$ cat src/rtl/guitar_pkg.sv
// Shared guitar-game definitions: note width, judge FSM states and default
// scoring parameters. Used by the notes register, note_judge and the display.
package guitar_pkg;

  localparam int unsigned NOTE_W              = 5;
  localparam int unsigned DEFAULT_NOTE_POINTS = 10;
  localparam int unsigned DEFAULT_STREAK_STEP = 10;
  localparam int unsigned DEFAULT_MAX_MULT    = 4;

  typedef enum logic [1:0] {
    IDLE   = 2'd0,  // no chord pending
    ARMED  = 2'd1,  // chord latched, awaiting strum
    JUDGED = 2'd2   // window already scored
  } judge_state_t;

endpackage

$ cat src/rtl/strum_edge.sv
// Strum conditioning: two-flop synchroniser followed by a rising-edge
// detector. strum_p is a registered one-cycle pulse per press.
// Ports:
//   clk     in  system clock
//   reset   in  synchronous, active-high
//   strum   in  raw asynchronous strum button level
//   strum_p out one-cycle pulse on each synchronised rising edge
module strum_edge (
  input  logic clk,
  input  logic reset,
  input  logic strum,
  output logic strum_p
);

  logic sync_1;
  logic sync_2;
  logic sync_prev;

  // Runs regardless of pause so a held button never looks like a new press.
  always_ff @(posedge clk) begin
    if (reset) begin
      sync_1    <= 1'b0;
      sync_2    <= 1'b0;
      sync_prev <= 1'b0;
      strum_p   <= 1'b0;
    end else begin
      sync_1    <= strum;
      sync_2    <= sync_1;
      sync_prev <= sync_2;
      strum_p   <= sync_2 & ~sync_prev;
    end
  end

endmodule

$ cat src/rtl/note_judge.sv
// Note judge: opens one judgement window per beat, scores the player's frets
// on a strum edge and keeps score, streak and multiplier.
// Ports:
//   clk, reset             clock, synchronous active-high reset
//   beat                   one-cycle pulse opening a new window
//   pause, stop            levels; stop has priority and clears the window
//   notes_to_play [4:0]    chord latched on beat
//   frets [4:0]            player fret buttons (synchronous)
//   strum                  raw asynchronous strum button
//   correct_notes [4:0]    chord of the current window once hit, else 0
//   hit, miss              one-cycle judgement pulses
//   score [SCORE_W-1:0]    saturating accumulated points
//   streak [7:0]           consecutive hits, saturating
//   multiplier [2:0]       1..MAX_MULT, lags streak by one cycle
module note_judge
  import guitar_pkg::*;
#(
  parameter int unsigned SCORE_W     = 16,
  parameter int unsigned NOTE_POINTS = DEFAULT_NOTE_POINTS,
  parameter int unsigned STREAK_STEP = DEFAULT_STREAK_STEP,
  parameter int unsigned MAX_MULT    = DEFAULT_MAX_MULT
) (
  input  logic               clk,
  input  logic               reset,
  input  logic               beat,
  input  logic               pause,
  input  logic               stop,
  input  logic [4:0]         notes_to_play,
  input  logic [4:0]         frets,
  input  logic               strum,
  output logic [4:0]         correct_notes,
  output logic               hit,
  output logic               miss,
  output logic [SCORE_W-1:0] score,
  output logic [7:0]         streak,
  output logic [2:0]         multiplier
);

  localparam int unsigned SUM_W = SCORE_W + 3;

  judge_state_t      state;
  logic [NOTE_W-1:0] exp_notes;
  logic              strum_p;
  logic              strum_pend;   // strum deferred by a coincident beat

  logic              strum_go_c;
  logic [8:0]        mult_raw_c;
  logic [2:0]        mult_next_c;
  logic [SUM_W-1:0]  sum_c;
  logic [SCORE_W-1:0] score_hit_c;
  logic [7:0]        streak_inc_c;

  strum_edge u_strum_edge (
    .clk     (clk),
    .reset   (reset),
    .strum   (strum),
    .strum_p (strum_p)
  );

  assign strum_go_c = strum_p | strum_pend;

  // Multiplier target from the registered streak, capped at MAX_MULT.
  assign mult_raw_c  = 9'(streak / 8'(STREAK_STEP)) + 9'd1;
  assign mult_next_c = (mult_raw_c > 9'(MAX_MULT)) ? 3'(MAX_MULT) : 3'(mult_raw_c);

  // Score update uses the multiplier in effect before this hit, saturating.
  assign sum_c       = SUM_W'(score) + SUM_W'(NOTE_POINTS) * SUM_W'(multiplier);
  assign score_hit_c = (sum_c > SUM_W'({SCORE_W{1'b1}})) ? {SCORE_W{1'b1}}
                                                         : sum_c[SCORE_W-1:0];
  assign streak_inc_c = (streak == 8'hFF) ? 8'hFF : streak + 8'd1;

  // Judge FSM with score/streak datapath and multiplier register.
  always_ff @(posedge clk) begin
    if (reset) begin
      state         <= IDLE;
      exp_notes     <= '0;
      strum_pend    <= 1'b0;
      correct_notes <= '0;
      hit           <= 1'b0;
      miss          <= 1'b0;
      score         <= '0;
      streak        <= '0;
      multiplier    <= 3'd1;
    end else begin
      hit        <= 1'b0;
      miss       <= 1'b0;
      multiplier <= mult_next_c;
      if (stop) begin
        state         <= IDLE;
        exp_notes     <= '0;
        correct_notes <= '0;
        strum_pend    <= 1'b0;
      end else if (!pause) begin
        if (beat) begin
          // Beat wins; any strum this cycle is judged against the new window.
          if (state == ARMED) begin
            miss   <= 1'b1;
            streak <= '0;
          end
          exp_notes     <= notes_to_play;
          correct_notes <= '0;
          state         <= (notes_to_play != '0) ? ARMED : IDLE;
          strum_pend    <= strum_go_c;
        end else begin
          strum_pend <= 1'b0;
          if (strum_go_c) begin
            if (state == ARMED) begin
              if (frets == exp_notes) begin
                hit           <= 1'b1;
                correct_notes <= exp_notes;
                score         <= score_hit_c;
                streak        <= streak_inc_c;
              end else begin
                miss   <= 1'b1;
                streak <= '0;
              end
              state <= JUDGED;
            end else begin
              miss   <= 1'b1;
              streak <= '0;
            end
          end
        end
      end
    end
  end

endmodule

$ cat config.mk
export PLATFORM = sky130hd
export DESIGN_NAME = note_judge
export DESIGN_NICKNAME = d
export VERILOG_FILES = /design/src/rtl/guitar_pkg.sv /design/src/rtl/strum_edge.sv /design/src/rtl/note_judge.sv
export SDC_FILE = /design/constraint.sdc
export NUM_CORES = 1
export LEC_CHECK = 0
export BUFFER_PORTS_ARGS = -buffer_cell sky130_fd_sc_hd__buf_2
export CORE_MARGIN = 2
export CORE_UTILIZATION = 32
export CTS_BUF_LIST = sky130_fd_sc_hd__clkbuf_16
export CTS_CLUSTER_SIZE = 28
export DETAILED_ROUTE_END_ITERATION = 10
export PLACE_DENSITY_LB_ADDON = 0.08
export SYNTH_ARGS = -nofsm -noshare
export SYNTH_HDL_FRONTEND = slang
export SYNTH_SLANG_ARGS = --single-unit
$ cat constraint.sdc
create_clock -name clk -period 3.5 [get_ports clk]
set_clock_uncertainty 0.15 [all_clocks]
set_input_delay 0.175 -clock clk [delete_from_list [all_inputs] [get_ports clk]]
set_output_delay 0.175 -clock clk [all_outputs]
set_load 0.1 [all_outputs]
# Yosys cells after proc, flatten, opt, wreduce, memory -nomap -nowiden
# Cells that the tools add are included.
[classes] add_sub_neg=3 multipliers=1 div=1 order_cmp=2 eq_ne=4 muxes=23 bitwise_logic=8 reduce_logical=13
[ops] operator="$mux 8" count=6
[ops] operator="$mux 5" count=4
[ops] operator="$add 16x7->17" count=1
[ops] operator="$gt 17x16->1 const B" count=1
[ops] operator="$mux 16" count=1
[ops] operator="$add 9x1->9 const B" count=1
[ops] operator="$div 8x4->9 const B" count=1
[ops] operator="$gt 9x3->1 const B" count=1
[ops] operator="$add 8x1->8 const B" count=1
[ops] operator="$eq 8x8->1 const B" count=1
[ops] operator="$mux 1" count=8
[ops] operator="$reduce_and 4->1" count=2
[ops] operator="$mul 3x3->6 const A" count=1
[ops] operator="$mux 2" count=3
[ops] operator="$not 1->1" count=6
[ops] operator="$reduce_and 6->1" count=1
[ops] operator="$reduce_bool 2->1" count=3
[ops] operator="$reduce_or 6->1" count=1
[ops] operator="$eq 5x5->1" count=1
[ops] operator="$reduce_bool 5->1" count=1
[ops] operator="$reduce_or 2->1" count=2
[ops] operator="$mux 3" count=1
[ops] operator="$reduce_and 3->1" count=1
[ops] operator="$reduce_or 3->1" count=1
[ops] operator="5 further kinds" count=5
[totals] reg_bits=46 out_inout_bits=34 word_cells=69

# Longest topological paths before layout
[depth] word_depth=6 mapped_depth=18

# Hierarchy
# From an unflattened synthesis, not the netlist that was laid out.
[hier_totals] hier_cells=355 area_unflattened_um2=2874.0
[modules_own_cells] module="note_judge" n_inst=1 cells_each=347 area_per_inst_um2=2762.6
[modules_own_cells] module="strum_edge" n_inst=1 cells_each=8 area_per_inst_um2=111.4

# Least setup slack after synthesis
# No wires, ideal clock.
[synth_path] path_type="register -> register" from="reg streak[6]" to="reg multiplier[0]" setup_time_ns=0.116 arrival_time_ns=4.152 t_required_ns=3.234 slack_ns=-0.918 stages_incl_launch_ff=18 cell_sequence="dfxtp_1 > buf_2 > buf_2 > inv_1 > ha_1 > clkbuf_1 > nand2b_1 > a21oi_1 > o221ai_1 > a31oi_4 > a21o_1 > a211o_1 > o21ai_0 > nand3_1 > ha_1 > inv_1 > a21boi_0 > a41o_1"
[synth_between] elab_chain_len=4
[synth_lines] item="start: declaration" line_no="note_judge.sv:35" text="output logic [7:0] streak,"
[synth_lines] item="start signal: assignment" line_no="note_judge.sv:112" text="streak <= streak_inc_c;"
[synth_lines] item="$div 8x4->9 *" line_no="note_judge.sv:63" text="assign mult_raw_c = 9'(streak / 8'(STREAK_STEP)) + 9'd1;"
[synth_lines] item="$add 9x1->9 *" line_no="note_judge.sv:63"
[synth_lines] item="$gt 9x3->1" line_no="note_judge.sv:64" text="assign mult_next_c = (mult_raw_c > 9'(MAX_MULT)) ? 3'(MAX_MULT) : 3'(mult_raw_c);"
[synth_lines] item="$mux 3 *" line_no="note_judge.sv:64"
[synth_lines] item="end signal: assignment" line_no="note_judge.sv:87" text="multiplier <= mult_next_c;"
[synth_lines] item="end: declaration" line_no="note_judge.sv:36" text="output logic [2:0] multiplier"
# Mark *: on every way between the ends. The rest lies on a longest branch, timed or not.
# A chain may end at the register's enable or synchronous reset.

# Worst setup path after layout
[layout_path] from="reg streak[6]" to="reg multiplier[2]"
# The elaborated chain is that of the path after synthesis.

==> run metrics <==
post-synthesis sequential area ratio=29.51%; delay of the slowest critical-path stage=490 ps; total core area=9639 µm²; fill count=1060; CP Cell Sequence=buf_6 > or4b_4 > o31a_1 > o32a_4 > a31oi_4 > a21oi_2 > or3_4 > nand3_2 > ha_2 > inv_2 > a31oi_1 > o21ai_1 > o21ba_1; setup TNS=0 ps; Hold Path Class=in -> reg; Tcrit/Tclk final=95.32%; synthesis-to-finish area growth=25.26%; cell taking the most area after synthesis=dfxtp_1; Die Y=102.8 µm; Fmax=299.8 MHz; MaxCap Viol Count=0; via count=2976; crit-path leading delay family=compound AO/OA/AOI/OAI gates; vias in the first global route=2818; Worst-path clk slew=60 ps; worst vdd rail ir drop=165.8 µV; routed wire length=8584 µm; Worst Setup SP=streak[6]$_SDFFE_PP0P_; DR vias/cell=5.140; CP endpoint=multiplier[2]$_SDFF_PP0_; share of layout cells above drive strength 1=25.34%; Least-Margin Pin Slew=690.2 ps; Initial Util=32.37%; most numerous cell in the Yosys netlist=dfxtp_1; Antenna Cells=0; Worst Setup Path Type=reg -> reg; mapped cell area=3120 µm²; Buf/Inv on CP=2; Clock Latency Late Sink=280 ps; router iterations before antenna repair=4; CTS max path bufs=2; min Tclk post-route=3336 ps; GPL Wtd Cong=0.7940; RSZ-0062 raised after global routing=no; Root Buffer Master=clkbuf_16; syn_area_per_cell=8.105 µm²; post-synth top area share=29.51%; die area=10560 µm²; clk sinks=46; outcome=complete, no violations; first-pass GRT wire length=13810 µm; IO Port Bufs=49; Die X=102.8 µm; leakage power=0.001642 µW; GR Overflow Total=0; Top FF cell, synth=dfxtp_1; synth unique cells=70; Max-slew headroom=53.89%; Mapped Nets=417; drt drc=0; GRT Util Overall=16.43%; asr flop ratio synth=0%; I/O Pins=50; Slew Limit Fails=0; Startpoint Class=register; total power=1045 µW; H-tree levels=2; R2R setup slack=160 ps; cell count after synthesis=385; Crit-path slowest cell=or4b_4; post-route ant nets=0; Post-synth top cells=dfxtp_1 (46), a21oi_1 (45), nor2_1 (33); Worst Path Arrival=3420 ps; drt wl/cell=14.83 µm; PwrDens=267.3 nW/µm²; Worst Hold Slack=105.2 ps; Setup violations, final=0; CTS Buf Count=5; final-report hold violation count=0; Crit path required time=3580 ps; crit path max fanout=11; Post-synth EDFFs=0; Worst R2R Path Depth=13; Syn. warnings=0; initial drt markers=123; flops & latches, synth=46; CTS tree=done; detailed placement HPWL=6280 µm; R2R Path End=multiplier[2]$_SDFF_PP0_; Rows=36; crit path capture type=register; final net count=477; Stages on worst setup path=13; r2r startpoint=streak[6]$_SDFFE_PP0P_; antenna violations before repair=0; largest net degree at the start of global routing=32; largest cells by area after synthesis=dfxtp_1 (30%), a21oi_1 (7.2%), ha_1 (6.0%)
[cell type report]
class,instances,area [µm²],share of cell area [%]
Multi-Input combinational cell,302,2147,54.93
Timing Repair Buffer,75,459.2,11.75
Inverter,15,58.81,1.504
Clock buffer,5,125.1,3.201
Clock inverter,3,20.02,0.5122
Tap cell,133,166.4,4.257
Sequential cell,46,932.1,23.85
[where the power goes]
group	total, µW	switching (µW)	internal [µW]
Sequential	528	2.07	526
Combinational	50.7	28.6	22.1
Clock	466	201	265
[metrics by stage]
step / instance area (µm²) / util (%) / instances / worst slack (ps)
after floorplan: 3211 / - / 385 / 0.1121
after global placement: 3636 / 37.72 / 562 / 169.8
after detailed placement: 3636 / 37.72 / 562 / 95.16
after CTS: 3841 / 39.85 / 576 / 93.44
after global routing: 3909 / 40.55 / 579 / 3.709
final: 3909 / 40.55 / 579 / 163.9
[tightest hold or removal path: cells and delay by family]
family | cells | cell delay [ps]
buffers and inverters | 1 | 100
AND/OR/NAND/NOR | 2 | 210
[worst min path at each step]
| stage | to | slack [ps] | startpoint | cells past startpoint |
|---|---|---|---|---|
| after global routing | strum_pend$_SDFFE_PP0N_ | 150 | pause | 3 |
| final | strum_pend$_SDFFE_PP0N_ | 110 | pause | 3 |
| after CTS | strum_pend$_SDFFE_PP0N_ | 100 | pause | 3 |
| after detailed placement | u_strum_edge.strum_p$_SDFF_PP0_ | 230 | u_strum_edge.sync_prev$_SDFF_PP0_ | 1 |
| after floorplan | u_strum_edge.sync_prev$_SDFF_PP0_ | 100 | reset | 1 |
| after global placement | u_strum_edge.strum_p$_SDFF_PP0_ | 220 | u_strum_edge.sync_prev$_SDFF_PP0_ | 1 |
[per-layer routing]
metal	GRT usage, %	routed length [µm]
met1	20.63	3958
met2	29.36	4345
met3	2.237	194
met4	4.757	85
met5	0	0
[flip-flops by register name (all words and copies together) (netlist names)]
| name | cells |
|---|---|
| score | 16 |
| miss | 1 |
| multiplier | 3 |
| strum_pend | 1 |
| u_strum_edge.sync_prev | 1 |
| exp_notes | 5 |
| u_strum_edge.sync_1 | 1 |
| u_strum_edge.strum_p | 1 |
| hit | 1 |
| correct_notes | 5 |
| streak | 8 |
| u_strum_edge.sync_2 | 1 |
| state | 2 |
[placed cells by master, fill, tap and decap left out, drive strengths merged, types with 3 or more instances in the layout]
cell / n
buf: 69
dfxtp: 46
a21oi: 45
nor2: 33
o21ai: 21
nand2: 17
ha: 15
inv: 15
nand2b: 14
xnor2: 12
nand3: 12
mux2i: 11
a21o: 10
nor3: 10
nor2b: 10
nand3b: 6
dlygate4sd3: 6
a31oi: 6
xor2: 5
and3: 5
clkbuf: 5
nor4: 4
a211oi: 4
or3: 4
a211o: 3
o211ai: 3
a22oi: 3
and2: 3
clkinv: 3
[kinds of logic (layout without fill, tap and decap cells)]
| group | Yosys count | after routing | synth area share [%] |
|---|---|---|---|
| AND/OR/NAND/NOR | 135 | 135 | 23.98 |
| AO/OA/AOI/OAI | 123 | 123 | 26.83 |
| flip-flops | 46 | 46 | 29.51 |
| buffers and inverters | 37 | 98 | 4.731 |
| XOR/XNOR | 17 | 17 | 4.771 |
| adder cells (fa/ha/maj) | 16 | 16 | 6.656 |
| multiplexers | 11 | 11 | 3.529 |
[timing repair]
| item | CTS | global route |
|---|---|---|
| setup endpoints to repair | 0 | 3 |
| hold endpoints to repair | 6 | 0 |
| gates resized for setup | 0 | 11 |
| buffers inserted | 0 | 3 |
| hold buffers | 6 | 0 |
Note: power is estimated with default switching activity, not from simulation.
